## src/rtl/dram_read_responder_pkg.sv

```systemverilog
// Shared widths and packed request/tag/response records for the DRAM sample-read responder.
package dram_read_pkg;
   localparam int SAMPLE_ADDR_W = 24;
   localparam int PERIOD_W      = 14;
   localparam int WORD_ADDR_W   = 21;
   localparam int LANE_W        = 3;
   localparam int SAMPLE_W      = 16;
   localparam int WORD_W        = 128;

   typedef struct packed {
      logic [SAMPLE_ADDR_W-1:0] addr;
      logic [PERIOD_W-1:0]      period;
   } dram_req_t;

   typedef struct packed {
      logic [LANE_W-1:0]   lane;
      logic [PERIOD_W-1:0] period;
      logic                last;
   } dram_tag_t;

   typedef struct packed {
      logic [PERIOD_W-1:0] period;
      logic [SAMPLE_W-1:0] sample;
      logic                last;
   } dram_resp_t;

   function automatic logic [SAMPLE_W-1:0] lane_sample(input logic [WORD_W-1:0] word,
                                                       input logic [LANE_W-1:0] lane);
      return word[SAMPLE_W*lane +: SAMPLE_W];
   endfunction
endpackage

```

## src/rtl/dram_read_responder_if.sv

```systemverilog
// Request stream, DRAM command/read-data channel and response stream of the read responder.
interface dram_read_responder_if;
   import dram_read_pkg::*;
   logic                   req_axis_tvalid;
   logic                   req_axis_tready;
   logic [$bits(dram_req_t)-1:0] req_axis_tdata;
   logic                   req_axis_tlast;
   logic                   mem_cmd_valid;
   logic                   mem_cmd_ready;
   logic [WORD_ADDR_W-1:0] mem_cmd_addr;
   logic                   mem_rd_valid;
   logic [WORD_W-1:0]      mem_rd_data;
   logic                   resp_axis_tvalid;
   logic                   resp_axis_tready;
   logic [PERIOD_W+SAMPLE_W-1:0] resp_axis_tdata;
   logic                   resp_axis_tlast;
   logic                   rd_err;

   modport slave (
      input  req_axis_tvalid, req_axis_tdata, req_axis_tlast, mem_cmd_ready,
             mem_rd_valid, mem_rd_data, resp_axis_tready,
      output req_axis_tready, mem_cmd_valid, mem_cmd_addr, resp_axis_tvalid,
             resp_axis_tdata, resp_axis_tlast, rd_err
   );

   modport master (
      output req_axis_tvalid, req_axis_tdata, req_axis_tlast, mem_cmd_ready,
             mem_rd_valid, mem_rd_data, resp_axis_tready,
      input  req_axis_tready, mem_cmd_valid, mem_cmd_addr, resp_axis_tvalid,
             resp_axis_tdata, resp_axis_tlast, rd_err
   );
endinterface

```

## src/rtl/dram_read_responder_sync_fwft_fifo.sv

```systemverilog
// Single-clock first-word-fall-through FIFO; DEPTH must be a power of two.
module sync_fwft_fifo #(
   parameter int WIDTH = 8,
   parameter int DEPTH = 8
) (
   input  logic                         clk,
   input  logic                         rst,
   input  logic                         i_push,
   input  logic [WIDTH-1:0]             i_din,
   input  logic                         i_pop,
   output logic [WIDTH-1:0]             o_dout,
   output logic                         o_full,
   output logic                         o_empty,
   output logic [$clog2(DEPTH+1)-1:0]   o_count
);
   localparam int AW = (DEPTH > 1) ? $clog2(DEPTH) : 1;
   localparam int CW = $clog2(DEPTH+1);

   logic [WIDTH-1:0] r_mem [DEPTH];
   logic [AW-1:0]    r_wr, r_rd;
   logic [CW-1:0]    r_cnt;
   logic             w_push, w_pop;

   // A push into a full FIFO is only honoured when the head leaves in the same cycle.
   assign w_pop   = i_pop && !o_empty;
   assign w_push  = i_push && (!o_full || w_pop);
   assign o_full  = (r_cnt == CW'(DEPTH));
   assign o_empty = (r_cnt == '0);
   assign o_count = r_cnt;
   assign o_dout  = r_mem[r_rd];

   always_ff @(posedge clk) begin
      if (w_push) r_mem[r_wr] <= i_din;
   end

   always_ff @(posedge clk or posedge rst) begin
      if (rst) begin
         r_wr  <= '0;
         r_rd  <= '0;
         r_cnt <= '0;
      end else begin
         if (w_push) r_wr <= r_wr + 1'b1;
         if (w_pop)  r_rd <= r_rd + 1'b1;
         if (w_push && !w_pop)      r_cnt <= r_cnt + 1'b1;
         else if (!w_push && w_pop) r_cnt <= r_cnt - 1'b1;
      end
   end
endmodule

```

## src/rtl/dram_read_responder.sv

```systemverilog
// Turns sample-read requests into DRAM word reads and returns the addressed 16-bit lane in order.
module dram_read_responder
   import dram_read_pkg::*;
#(
   parameter int MAX_OUTSTANDING = 8,
   parameter int WORD_WIDTH      = 128
) (
   input logic                  clk,
   input logic                  rst,
   dram_read_responder_if.slave bus
);
   localparam int CW = $clog2(MAX_OUTSTANDING+1);

   logic [CW-1:0]          r_credits;
   logic                   r_cmd_valid;
   logic [WORD_ADDR_W-1:0] r_cmd_addr;
   logic                   r_rd_err;

   dram_req_t              w_req;
   dram_tag_t              w_tag_in, w_tag_out;
   dram_resp_t             w_resp_in, w_resp_out;
   logic [WORD_WIDTH-1:0]  w_word;
   logic                   w_ready, w_accept, w_resp_hs, w_tag_pop, w_stray;
   logic                   w_tag_full, w_tag_empty, w_resp_full, w_resp_empty;
   logic [CW-1:0]          w_tag_cnt, w_resp_cnt;

   assign w_req  = dram_req_t'(bus.req_axis_tdata);
   assign w_word = bus.mem_rd_data;

   // Credits cover both FIFOs, so neither can overflow and read data never needs backpressure.
   assign w_ready   = !rst && (r_credits < CW'(MAX_OUTSTANDING)) && !w_tag_full &&
                      (!r_cmd_valid || bus.mem_cmd_ready);
   assign w_accept  = bus.req_axis_tvalid && w_ready;
   assign w_resp_hs = !w_resp_empty && bus.resp_axis_tready;
   assign w_tag_pop = bus.mem_rd_valid && !w_tag_empty;
   assign w_stray   = bus.mem_rd_valid && w_tag_empty;

   assign w_tag_in  = '{lane: w_req.addr[LANE_W-1:0], period: w_req.period, last: bus.req_axis_tlast};
   assign w_resp_in = '{period: w_tag_out.period,
                        sample: lane_sample(w_word, w_tag_out.lane),
                        last:   w_tag_out.last};

   sync_fwft_fifo #(.WIDTH($bits(dram_tag_t)), .DEPTH(MAX_OUTSTANDING)) u_tag_fifo (
      .clk(clk), .rst(rst), .i_push(w_accept), .i_din(w_tag_in), .i_pop(w_tag_pop),
      .o_dout(w_tag_out), .o_full(w_tag_full), .o_empty(w_tag_empty), .o_count(w_tag_cnt)
   );

   sync_fwft_fifo #(.WIDTH($bits(dram_resp_t)), .DEPTH(MAX_OUTSTANDING)) u_resp_fifo (
      .clk(clk), .rst(rst), .i_push(w_tag_pop), .i_din(w_resp_in), .i_pop(w_resp_hs),
      .o_dout(w_resp_out), .o_full(w_resp_full), .o_empty(w_resp_empty), .o_count(w_resp_cnt)
   );

   always_ff @(posedge clk or posedge rst) begin
      if (rst) begin
         r_credits   <= '0;
         r_cmd_valid <= 1'b0;
         r_cmd_addr  <= '0;
         r_rd_err    <= 1'b0;
      end else begin
         if (w_accept && !w_resp_hs)      r_credits <= r_credits + 1'b1;
         else if (!w_accept && w_resp_hs) r_credits <= r_credits - 1'b1;

         if (w_accept) begin
            r_cmd_valid <= 1'b1;
            r_cmd_addr  <= w_req.addr[SAMPLE_ADDR_W-1:LANE_W];
         end else if (bus.mem_cmd_ready) begin
            r_cmd_valid <= 1'b0;
         end

         if (w_stray) r_rd_err <= 1'b1;
      end
   end

   assign bus.req_axis_tready  = w_ready;
   assign bus.mem_cmd_valid    = r_cmd_valid;
   assign bus.mem_cmd_addr     = r_cmd_addr;
   assign bus.rd_err           = r_rd_err;
   // Head is masked while empty so the idle response bus reads as zero.
   assign bus.resp_axis_tvalid = !w_resp_empty;
   assign bus.resp_axis_tdata  = w_resp_empty ? '0 : {w_resp_out.period, w_resp_out.sample};
   assign bus.resp_axis_tlast  = !w_resp_empty && w_resp_out.last;
endmodule

```

## src/flat_wrapper.sv

```systemverilog
// flat-port wrapper written by rule: the top's interface ports become plain ports
module dram_read_responder_flat import dram_read_pkg::*;
#(
   parameter int MAX_OUTSTANDING = 8,
   parameter int WORD_WIDTH      = 128
)
  (clk, rst, bus_req_axis_tvalid, bus_req_axis_tdata, bus_req_axis_tlast, bus_mem_cmd_ready, bus_mem_rd_valid, bus_mem_rd_data, bus_resp_axis_tready, bus_req_axis_tready, bus_mem_cmd_valid, bus_mem_cmd_addr, bus_resp_axis_tvalid, bus_resp_axis_tdata, bus_resp_axis_tlast, bus_rd_err);
  dram_read_responder_if bus_i ();
  input logic clk;
  input logic rst;
  input wire logic [$bits(bus_i.req_axis_tvalid)-1:0] bus_req_axis_tvalid;
  input wire logic [$bits(bus_i.req_axis_tdata)-1:0] bus_req_axis_tdata;
  input wire logic [$bits(bus_i.req_axis_tlast)-1:0] bus_req_axis_tlast;
  input wire logic [$bits(bus_i.mem_cmd_ready)-1:0] bus_mem_cmd_ready;
  input wire logic [$bits(bus_i.mem_rd_valid)-1:0] bus_mem_rd_valid;
  input wire logic [$bits(bus_i.mem_rd_data)-1:0] bus_mem_rd_data;
  input wire logic [$bits(bus_i.resp_axis_tready)-1:0] bus_resp_axis_tready;
  output wire logic [$bits(bus_i.req_axis_tready)-1:0] bus_req_axis_tready;
  output wire logic [$bits(bus_i.mem_cmd_valid)-1:0] bus_mem_cmd_valid;
  output wire logic [$bits(bus_i.mem_cmd_addr)-1:0] bus_mem_cmd_addr;
  output wire logic [$bits(bus_i.resp_axis_tvalid)-1:0] bus_resp_axis_tvalid;
  output wire logic [$bits(bus_i.resp_axis_tdata)-1:0] bus_resp_axis_tdata;
  output wire logic [$bits(bus_i.resp_axis_tlast)-1:0] bus_resp_axis_tlast;
  output wire logic [$bits(bus_i.rd_err)-1:0] bus_rd_err;
  assign bus_i.req_axis_tvalid = bus_req_axis_tvalid;
  assign bus_i.req_axis_tdata = bus_req_axis_tdata;
  assign bus_i.req_axis_tlast = bus_req_axis_tlast;
  assign bus_i.mem_cmd_ready = bus_mem_cmd_ready;
  assign bus_i.mem_rd_valid = bus_mem_rd_valid;
  assign bus_i.mem_rd_data = bus_mem_rd_data;
  assign bus_i.resp_axis_tready = bus_resp_axis_tready;
  assign bus_req_axis_tready = bus_i.req_axis_tready;
  assign bus_mem_cmd_valid = bus_i.mem_cmd_valid;
  assign bus_mem_cmd_addr = bus_i.mem_cmd_addr;
  assign bus_resp_axis_tvalid = bus_i.resp_axis_tvalid;
  assign bus_resp_axis_tdata = bus_i.resp_axis_tdata;
  assign bus_resp_axis_tlast = bus_i.resp_axis_tlast;
  assign bus_rd_err = bus_i.rd_err;
  dram_read_responder #(.MAX_OUTSTANDING(MAX_OUTSTANDING), .WORD_WIDTH(WORD_WIDTH)) u_core (.clk(clk), .rst(rst), .bus(bus_i));
endmodule
```

## config.mk

```make
export PLATFORM = sky130hd
export DESIGN_NAME = dram_read_responder_flat
export DESIGN_NICKNAME = d
export VERILOG_FILES = /design/src/rtl/dram_read_responder_pkg.sv /design/src/rtl/dram_read_responder_if.sv /design/src/rtl/dram_read_responder_sync_fwft_fifo.sv /design/src/rtl/dram_read_responder.sv /design/src/flat_wrapper.sv
export SDC_FILE = /design/constraint.sdc
export NUM_CORES = 1
export LEC_CHECK = 0
export BUFFER_PORTS_ARGS = -buffer_cell sky130_fd_sc_hd__buf_2
export CAP_MARGIN = 0
export CORE_ASPECT_RATIO = 1.5
export CORE_MARGIN = 4
export CORE_UTILIZATION = 26
export CTS_CLUSTER_DIAMETER = 60
export DETAILED_ROUTE_END_ITERATION = 10
export GPL_TIMING_DRIVEN = 1
export SKIP_LAST_GASP = 1
export SYNTH_ARGS = -nofsm -noshare
export SYNTH_HDL_FRONTEND = slang
export SYNTH_SLANG_ARGS = --single-unit
```

## constraint.sdc

```tcl
create_clock -name clk -period 4.25 [get_ports clk]
set_clock_uncertainty 0.05 [all_clocks]
set_input_delay 0.2125 -clock clk [delete_from_list [all_inputs] [get_ports clk]]
set_output_delay 0.2125 -clock clk [all_outputs]
set_load 0.02 [all_outputs]
```

==> results.json, run 1 <==
{
  "hp-class": "in2reg",
  "tns_ns": 0,
  "post_cts_resized": 0,
  "clkTransAtPathRegs_ns": 0.06,
  "syn_nets": 1133,
  "drv_cap": 0,
  "drcViolationCount": 0,
  "initialDrtViolationCount": 531,
  "overflow": 0,
  "hold_violations": 0,
  "area_growth_pct": 23.5,
  "finalSetupViolCount": 0,
  "synthTopCellsByArea": "edfxtp_1, mux4_2, dfrtp_1",
  "worst_skew_pair.late_latency_ns": 0.60,
  "yosys_warnings": 0,
  "nets": 1433,
  "period_needed_ns": 3.36,
  "syn_area_per_cell_sq_um": 19.2,
  "fp.dieH_um": 331,
  "fin_area_sq_um": 22400,
  "grt_max_degree": 65,
  "gp_congestion": 0.782,
  "power.density_nw_per_um2": 757,
  "synth_seq_cells": 439,
  "maxSlewHeadroom": 0.296,
  "place_area_sq_um": 20500,
  "port_buffers": 228,
  "yosysSeqAreaShare": 0.714,
  "start_util": 0.262,
  "ys_types": 38,
  "drt-total-wl_um": 44200,
  "grt_pass1_wl_um": 66600,
  "die_area_sq_um": 74100,
  "fp.dieW_um": 224,
  "r2r_slack_ns": 0.89,
  "rsz0062_at_grt": "false",
  "drive_gt1_frac": 0.381,
  "rows": 118,
  "finalCritPeriodShare": 0.791,
  "cts-root-buf": "clkbuf_16",
  "cp_data_arrival_time_ns": 3.55,
  "num_vias": 9705,
  "via_per_inst": 4.45,
  "h-tree-depth": 2,
  "synthArstFlopShare": 0.107,
  "synth_most_common_cell": "edfxtp_1",
  "syn_area_sq_um": 18100,
  "required_ns": 4.44,
  "grtUsageTotal": 0.118,
  "cts_tree": "done",
  "tightest_slew_ns": 1.05,
  "synth-main-ff-cell": "edfxtp_1",
  "max_freq_ghz": 0.298,
  "cts_setup_buffers": 0,
  "netlist.area_leader.share": 0.649,
  "io_pins": 229,
  "drt_pass1_iterations": 5,
  "status": "complete, no violations",
  "startpoint_type": "register",
  "core_sq_um": 69100,
  "synth_common_cells": "edfxtp_1, mux4_2, mux2i_1, nand2_1, dfrtp_1",
  "grt_pass1_vias": 10500,
  "ctsHoldBuffers": 43,
  "p_leak_nw": 8.03,
  "routedWlPerCell_um": 20.3,
  "vdd_drop_max_mv": 0.457,
  "final_util": 0.324,
  "dp_hpwl_um": 29000,
  "drv_slew": 0,
  "final_antenna_net_count": 0,
  "antenna_found_initial": 2,
  "yosys.area.top_type": "edfxtp_1",
  "syn_inst": 944,
  "path_max_fanout": 64,
  "crit_type": "reg2reg",
  "clkSinkCount": 439,
  "synth-edff-count": 392,
  "clockBufferDepth": 3,
  "crit_path_end_kind": "register",
  "cts_inserted_buffers": 44
}
## per-layer routing
layer / global-route usage / vias up / routed length (um)
li1: - / 4382 / -
met2: 0.222 / 223 / 24500
met1: 0.133 / 5029 / 16600
met4: 0.0386 / 0 / 1200
met3: 0.0224 / 71 / 1940
met5: 0 / - / 0
## where the power goes
group	internal, mW	switching [mW]	total (mW)	leakage (nW)
Clock	2.13	1.68	3.82	0.690
Sequential	6.27	0.629	6.89	4.10
Combinational	2.59	3.66	6.25	3.24
Total	11.0	5.97	17.0	8.03
## path summary, 6_finish.rpt
| path | cells after the start | end | start |
|---|---|---|---|
| min in group asynchronous | 3 | u_core.bus.mem_cmd_addr[1]$_DFFE_PP0P_ | rst |
| hold / removal | 3 | u_core.u_resp_fifo.r_mem[3][4]$_DFFE_PP_ | bus_mem_rd_data[115] |
| setup reg to reg | 6 | u_core.u_resp_fifo.r_mem[4][14]$_DFFE_PP_ | u_core.u_tag_fifo.r_rd[0]$_DFFE_PP0P_ |
| hold reg to reg | 2 | u_core.bus.mem_cmd_addr[6]$_DFFE_PP0P_ | u_core.bus.mem_cmd_addr[6]$_DFFE_PP0P_ |
| max in group asynchronous | 3 | u_core.u_resp_fifo.r_rd[0]$_DFFE_PP0P_ | rst |
| setup / recovery | 6 | u_core.u_resp_fifo.r_mem[4][14]$_DFFE_PP_ | u_core.u_tag_fifo.r_rd[0]$_DFFE_PP0P_ |
## sequential cells by signal (all words and copies together), names as in the netlist
| register | count |
|---|---|
| u_core.u_tag_fifo.r_rd | 3 |
| u_core.u_resp_fifo.r_rd | 3 |
| u_core.u_resp_fifo.r_mem | 248 |
| u_core.u_resp_fifo.r_wr | 3 |
| u_core.u_tag_fifo.o_count | 4 |
| u_core.r_credits | 4 |
| u_core.u_tag_fifo.r_mem | 144 |
| u_core.u_tag_fifo.r_wr | 3 |
| u_core.bus.rd_err | 1 |
| u_core.bus.mem_cmd_valid | 1 |
| u_core.bus.mem_cmd_addr | 21 |
| u_core.u_resp_fifo.o_count | 4 |
## metrics by stage
| step | power [mW] | std cells | setup WS [ns] | hold WS [ns] |
|---|---|---|---|---|
| 2_1_floorplan | 11.2 | 944 | 0.0965 | 0.261 |
| 3_3_place_gp | 13.2 | 2055 | 1.02 | 0.353 |
| 3_5_place_dp | 13.4 | 2055 | 0.828 | 0.360 |
| 4_1_cts | 17.3 | 2180 | 0.764 | 0.105 |
| 5_1_grt | 17.9 | 2181 | 0.645 | 0.135 |
| 6_report | 17.0 | 2182 | 0.889 | 0.146 |
## critical path: stages, from the launching register on
cell and delay (ns):
dfrtp_2 0.63, mux4_2 0.59, mux2i_4 0.18, buf_12 0.40, mux2i_1 0.13, a22o_1 0.24, a221oi_1 0.74
## cells by family (layout without fill, tap and decap cells)
group	after synthesis	in the layout	synth area share
flops	439	439	0.714
simple gates	147	147	0.0331
compound gates	49	49	0.0263
other cells	0	2	0
buf+inv	58	394	0.0167
xor+xnor	20	20	0.00966
fa+ha+maj	16	16	0.0123
mux	215	215	0.188
## cell usage in the layout, fill, tap and decap left out, drive strengths merged, types with 21 or more instances in the layout
master,n
clkbuf,55
edfxtp,392
mux4,98
nor2,45
nand2,79
dlygate4sd3,43
dfrtp,47
mux2,21
buf,259
mux2i,96
## cell type report
| type | count | area (sq um) |
|---|---|---|
| Fill cell | 6644 | 46700 |
| Sequential cell | 439 | 13000 |
| Multi-Input combinational cell | 447 | 5000 |
| Timing Repair Buffer | 302 | 1830 |
| Clock buffer | 55 | 1180 |
| Tap cell | 900 | 1130 |
| Clock inverter | 27 | 263 |
| Inverter | 10 | 37.5 |
| Antenna cell | 2 | 5.00 |
Power figures use the tool's default switching activity.
==> run 2: changes to the inputs <==
Clock period 4.25 ns to 3.4 ns, I/O delays scaled along.
==> results.json, run 2 (synthesis results as in run 1) <==
{
  "power.density_nw_per_um2": 953,
  "num_vias": 9784,
  "place_area_sq_um": 20700,
  "tightest_slew_ns": 1.06,
  "clkTransAtPathRegs_ns": 0.06,
  "cts_tree": "done",
  "max_freq_ghz": 0.313,
  "dp_hpwl_um": 29800,
  "finalCritPeriodShare": 0.940,
  "io_pins": 229,
  "post_cts_resized": 0,
  "finalSetupViolCount": 0,
  "drt_pass1_iterations": 5,
  "total_power_mw": 21.5,
  "area_growth_pct": 24.6,
  "grtUsageTotal": 0.118,
  "routedWlPerCell_um": 20.3,
  "worst_slack_ns": 0.205,
  "cts_setup_buffers": 0,
  "grt_max_degree": 48,
  "start_util": 0.262,
  "cts-root-buf": "clkbuf_16",
  "p_leak_nw": 8.15,
  "worst_skew_pair.late_latency_ns": 0.56,
  "via_per_inst": 4.45,
  "drive_gt1_frac": 0.385,
  "clockBufferDepth": 3,
  "crit_path_end_kind": "register",
  "hp-class": "in2reg",
  "clkSinkCount": 439,
  "drt-total-wl_um": 44600,
  "cp_data_arrival_time_ns": 3.36,
  "initialDrtViolationCount": 494,
  "largest_reg_flops": 248,
  "die_area_sq_um": 74100,
  "maxSlewHeadroom": 0.291,
  "fin_area_sq_um": 22600,
  "rows": 118,
  "startpoint_type": "register",
  "hold_violations": 0,
  "grt_pass1_vias": 10800,
  "crit_type": "reg2reg",
  "tns_ns": 0,
  "h-tree-depth": 2,
  "drcViolationCount": 0,
  "preCtsSetupSlack_ns": 0.222,
  "path_max_fanout": 36,
  "nets": 1450,
  "final_common_cell": "edfxtp_1",
  "regMostFlops": "u_core.u_resp_fifo.r_mem",
  "fin_hold_ws_ns": 0.119,
  "gp_congestion": 0.823,
  "antenna_found_initial": 1,
  "drv_cap": 0,
  "layout_common_cells": "edfxtp_1, buf_2, mux4_2, mux2i_1, nand2_1",
  "fp.dieH_um": 331,
  "ctsHoldBuffers": 43,
  "rsz0062_at_grt": "false",
  "fillers": 6608,
  "core_sq_um": 69100,
  "final_antenna_net_count": 0,
  "period_needed_ns": 3.20,
  "vdd_drop_max_mv": 0.403,
  "required_ns": 3.56,
  "cts_inserted_buffers": 44,
  "grt_pass1_wl_um": 67000,
  "drv_slew": 0,
  "port_buffers": 228,
  "fp.dieW_um": 224,
  "status": "complete, no violations",
  "overflow": 0
}
-- run 2: path summary, 6_finish.rpt --
kind	from	end	slack, ns	cells past startpoint
max	u_core.u_tag_fifo.r_rd[0]$_DFFE_PP0P_	u_core.u_resp_fifo.r_mem[4][14]$_DFFE_PP_	0.20	6
min	bus_req_axis_tvalid	u_core.u_tag_fifo.r_wr[1]$_DFFE_PP0P_	0.12	5
max reg2reg	u_core.u_tag_fifo.r_rd[0]$_DFFE_PP0P_	u_core.u_resp_fifo.r_mem[4][14]$_DFFE_PP_	0.20	6
min reg2reg	u_core.bus.rd_err$_DFFE_PP0P_	u_core.bus.rd_err$_DFFE_PP0P_	0.42	1
max in group asynchronous	rst	u_core.u_resp_fifo.r_rd[0]$_DFFE_PP0P_	2.15	3
min in group asynchronous	rst	u_core.r_credits[3]$_DFFE_PP0P_	0.38	3
-- run 2: metrics by stage --
step / utilization / std cells
finish: 0.327 / 2199
global route: 0.327 / 2198
CTS: 0.327 / 2197
detailed placement: 0.299 / 2072
global placement: 0.299 / 2072
floorplan: - / 944
-- run 2: where the power goes --
group	switching, mW	internal (mW)
combinational	4.81	3.36
sequential	0.588	7.83
clock	2.05	2.89
-- run 2: metal layers --
metal / GRT usage / wire length, um / vias up
met4: 0.0386 / 1230 / 0
li1: - / - / 4420
met5: 0 / 0 / -
met3: 0.0156 / 1710 / 64
met2: 0.223 / 24300 / 224
met1: 0.138 / 17400 / 5076
-- run 2: critical path: stages (launching register included) --
cell	delay [ns]
dfrtp_2	0.52
mux4_2	0.57
mux2i_4	0.19
buf_12	0.29
mux2i_1	0.13
a22o_1	0.24
a221oi_1	0.83
-- run 2: final cells by class --
type / instances / area [sq um] / share of cell area
clock buffer: 56 / 1190 / 0.0526
inverter: 10 / 37.5 / 0.00166
sequential: 439 / 13000 / 0.573
multi-input combinational: 447 / 5000 / 0.222
tap: 900 / 1130 / 0.0499
timing repair buffer: 319 / 1970 / 0.0872
clock inverter: 26 / 305 / 0.0135
antenna: 2 / 5.00 / 0.000222
==> run 3: changes to the inputs <==
Settings changed: CTS_BUF_LIST from default to sky130_fd_sc_hd__clkbuf_2 sky130_fd_sc_hd__clkbuf_4 sky130_fd_sc_hd__clkbuf_8.
==> results.json, run 3 (synthesis results as in run 1) <==
{
  "worst_skew_pair.late_latency_ns": 0.60,
  "antenna_found_initial": 2,
  "io_pins": 229,
  "grt_max_degree": 48,
  "r2r_slack_ns": 0.23,
  "rows": 118,
  "die_area_sq_um": 74100,
  "ctsHoldBuffers": 43,
  "drv_slew": 0,
  "path_max_fanout": 36,
  "worst_slack_ns": 0.229,
  "tightest_slew_ns": 1.07,
  "required_ns": 3.61,
  "crit_chain": "mux4_2, mux2i_4, buf_12, mux2i_1, a22o_1, a221oi_1",
  "crit_path_top_delay_cell": "a221oi_1",
  "clkTransAtPathRegs_ns": 0.06,
  "drcViolationCount": 0,
  "startpoint_type": "register",
  "post_cts_resized": 0,
  "p_leak_nw": 8.13,
  "gp_congestion": 0.823,
  "start_util": 0.262,
  "overflow": 0,
  "cts_tree": "done",
  "clkSinkCount": 439,
  "startpoint": "u_core.u_tag_fifo.r_rd[0]$_DFFE_PP0P_",
  "core_sq_um": 69100,
  "routedWlPerCell_um": 20.1,
  "final_common_cell": "edfxtp_1",
  "via_per_inst": 4.41,
  "slowest_delay_ns": 0.82,
  "grtUsageTotal": 0.120,
  "crit_path_end_kind": "register",
  "final_util": 0.325,
  "nets": 1473,
  "timing.rr.end": "u_core.u_resp_fifo.r_mem[0][14]$_DFFE_PP_",
  "initialDrtViolationCount": 486,
  "hp-class": "in2reg",
  "area_growth_pct": 23.7,
  "rsz0062_at_grt": "false",
  "hold_violations": 0,
  "cts_setup_buffers": 0,
  "drt-total-wl_um": 45000,
  "layout_common_cells": "edfxtp_1, buf_2, mux4_2, mux2i_1, nand2_1",
  "grt_pass1_wl_um": 67500,
  "crit_type": "reg2reg",
  "status": "complete, no violations",
  "power.density_nw_per_um2": 933,
  "max_freq_ghz": 0.315,
  "h-tree-depth": 3,
  "maxSlewHeadroom": 0.283,
  "drive_gt1_frac": 0.405,
  "min_path_cells": 5,
  "finalSetupViolCount": 0,
  "reg2reg_from": "u_core.u_tag_fifo.r_rd[0]$_DFFE_PP0P_",
  "vdd_drop_max_mv": 0.409,
  "grt_pass1_vias": 11000,
  "cts_inserted_buffers": 67,
  "regMostFlops": "u_core.u_resp_fifo.r_mem",
  "period_needed_ns": 3.17,
  "dp_hpwl_um": 29800,
  "fp.dieH_um": 331,
  "num_vias": 9857,
  "finalCritPeriodShare": 0.933,
  "crit_end": "u_core.u_resp_fifo.r_mem[0][14]$_DFFE_PP_",
  "cts-root-buf": "clkbuf_8",
  "largest_reg_flops": 248,
  "cp_data_arrival_time_ns": 3.38,
  "clockBufferDepth": 3,
  "worst-r2r-cell-count": 6,
  "final_antenna_net_count": 0,
  "port_buffers": 228,
  "tns_ns": 0,
  "drt_pass1_iterations": 4,
  "fp.dieW_um": 224,
  "drv_cap": 0,
  "preCtsSetupSlack_ns": 0.222
}
==> run 3: routing by layer <==
| layer | vias up | routed length, um | global-route usage |
|---|---|---|---|
| met5 | - | 0 | 0 |
| met4 | 0 | 972 | 0.0391 |
| met3 | 60 | 1810 | 0.0207 |
| met2 | 239 | 24600 | 0.225 |
| met1 | 5094 | 17600 | 0.137 |
| li1 | 4464 | - | - |
==> run 3: power breakdown <==
| part | total (mW) | switching (mW) | internal (mW) |
|---|---|---|---|
| combinational | 8.19 | 4.83 | 3.36 |
| clock | 4.33 | 1.96 | 2.36 |
| sequential | 8.42 | 0.582 | 7.83 |
==> run 3: stage by stage <==
stage	power, mW	instance area [sq um]	hold slack [ns]	cells
2_1_floorplan	14.1	18200	0.219	944
3_3_place_gp	16.7	20700	0.311	2072
3_5_place_dp	16.9	20700	0.317	2072
4_1_cts	21.3	22400	0.0343	2233
5_1_grt	22.1	22400	0.0695	2235
6_report	20.9	22400	0.0942	2236
==> run 3: worst min-delay path by stage <==
stage / from / to / slack (ns)
2_1_floorplan: bus_req_axis_tlast / u_core.u_tag_fifo.r_mem[0][0]$_DFFE_PP_ / 0.22
3_3_place_gp: bus_req_axis_tdata[29] / u_core.bus.mem_cmd_addr[12]$_DFFE_PP0P_ / 0.31
3_5_place_dp: bus_req_axis_tdata[21] / u_core.bus.mem_cmd_addr[4]$_DFFE_PP0P_ / 0.32
4_1_cts: bus_mem_rd_data[27] / u_core.u_resp_fifo.r_mem[6][12]$_DFFE_PP_ / 0.03
5_1_grt: bus_mem_rd_data[24] / u_core.u_resp_fifo.r_mem[0][9]$_DFFE_PP_ / 0.07
6_report: bus_req_axis_tvalid / u_core.u_tag_fifo.r_wr[1]$_DFFE_PP0P_ / 0.09
==> run 3: worst max-delay path: cells and delay by family (launching register included) <==
family | cells | cell delay (ns)
compound gates | 2 | 1.06
flops | 1 | 0.52
buf+inv | 1 | 0.29
mux | 3 | 0.90
==> run 3: final cells by class <==
type                       count  area, sq um
multi-input combinational    447         5000
sequential                   439        13000
inverter                      10         37.5
fill                        6626        46700
tap                          900         1130
clock inverter                24          168
antenna                        3         7.51
clock buffer                  94         1160
timing repair buffer         319         1970
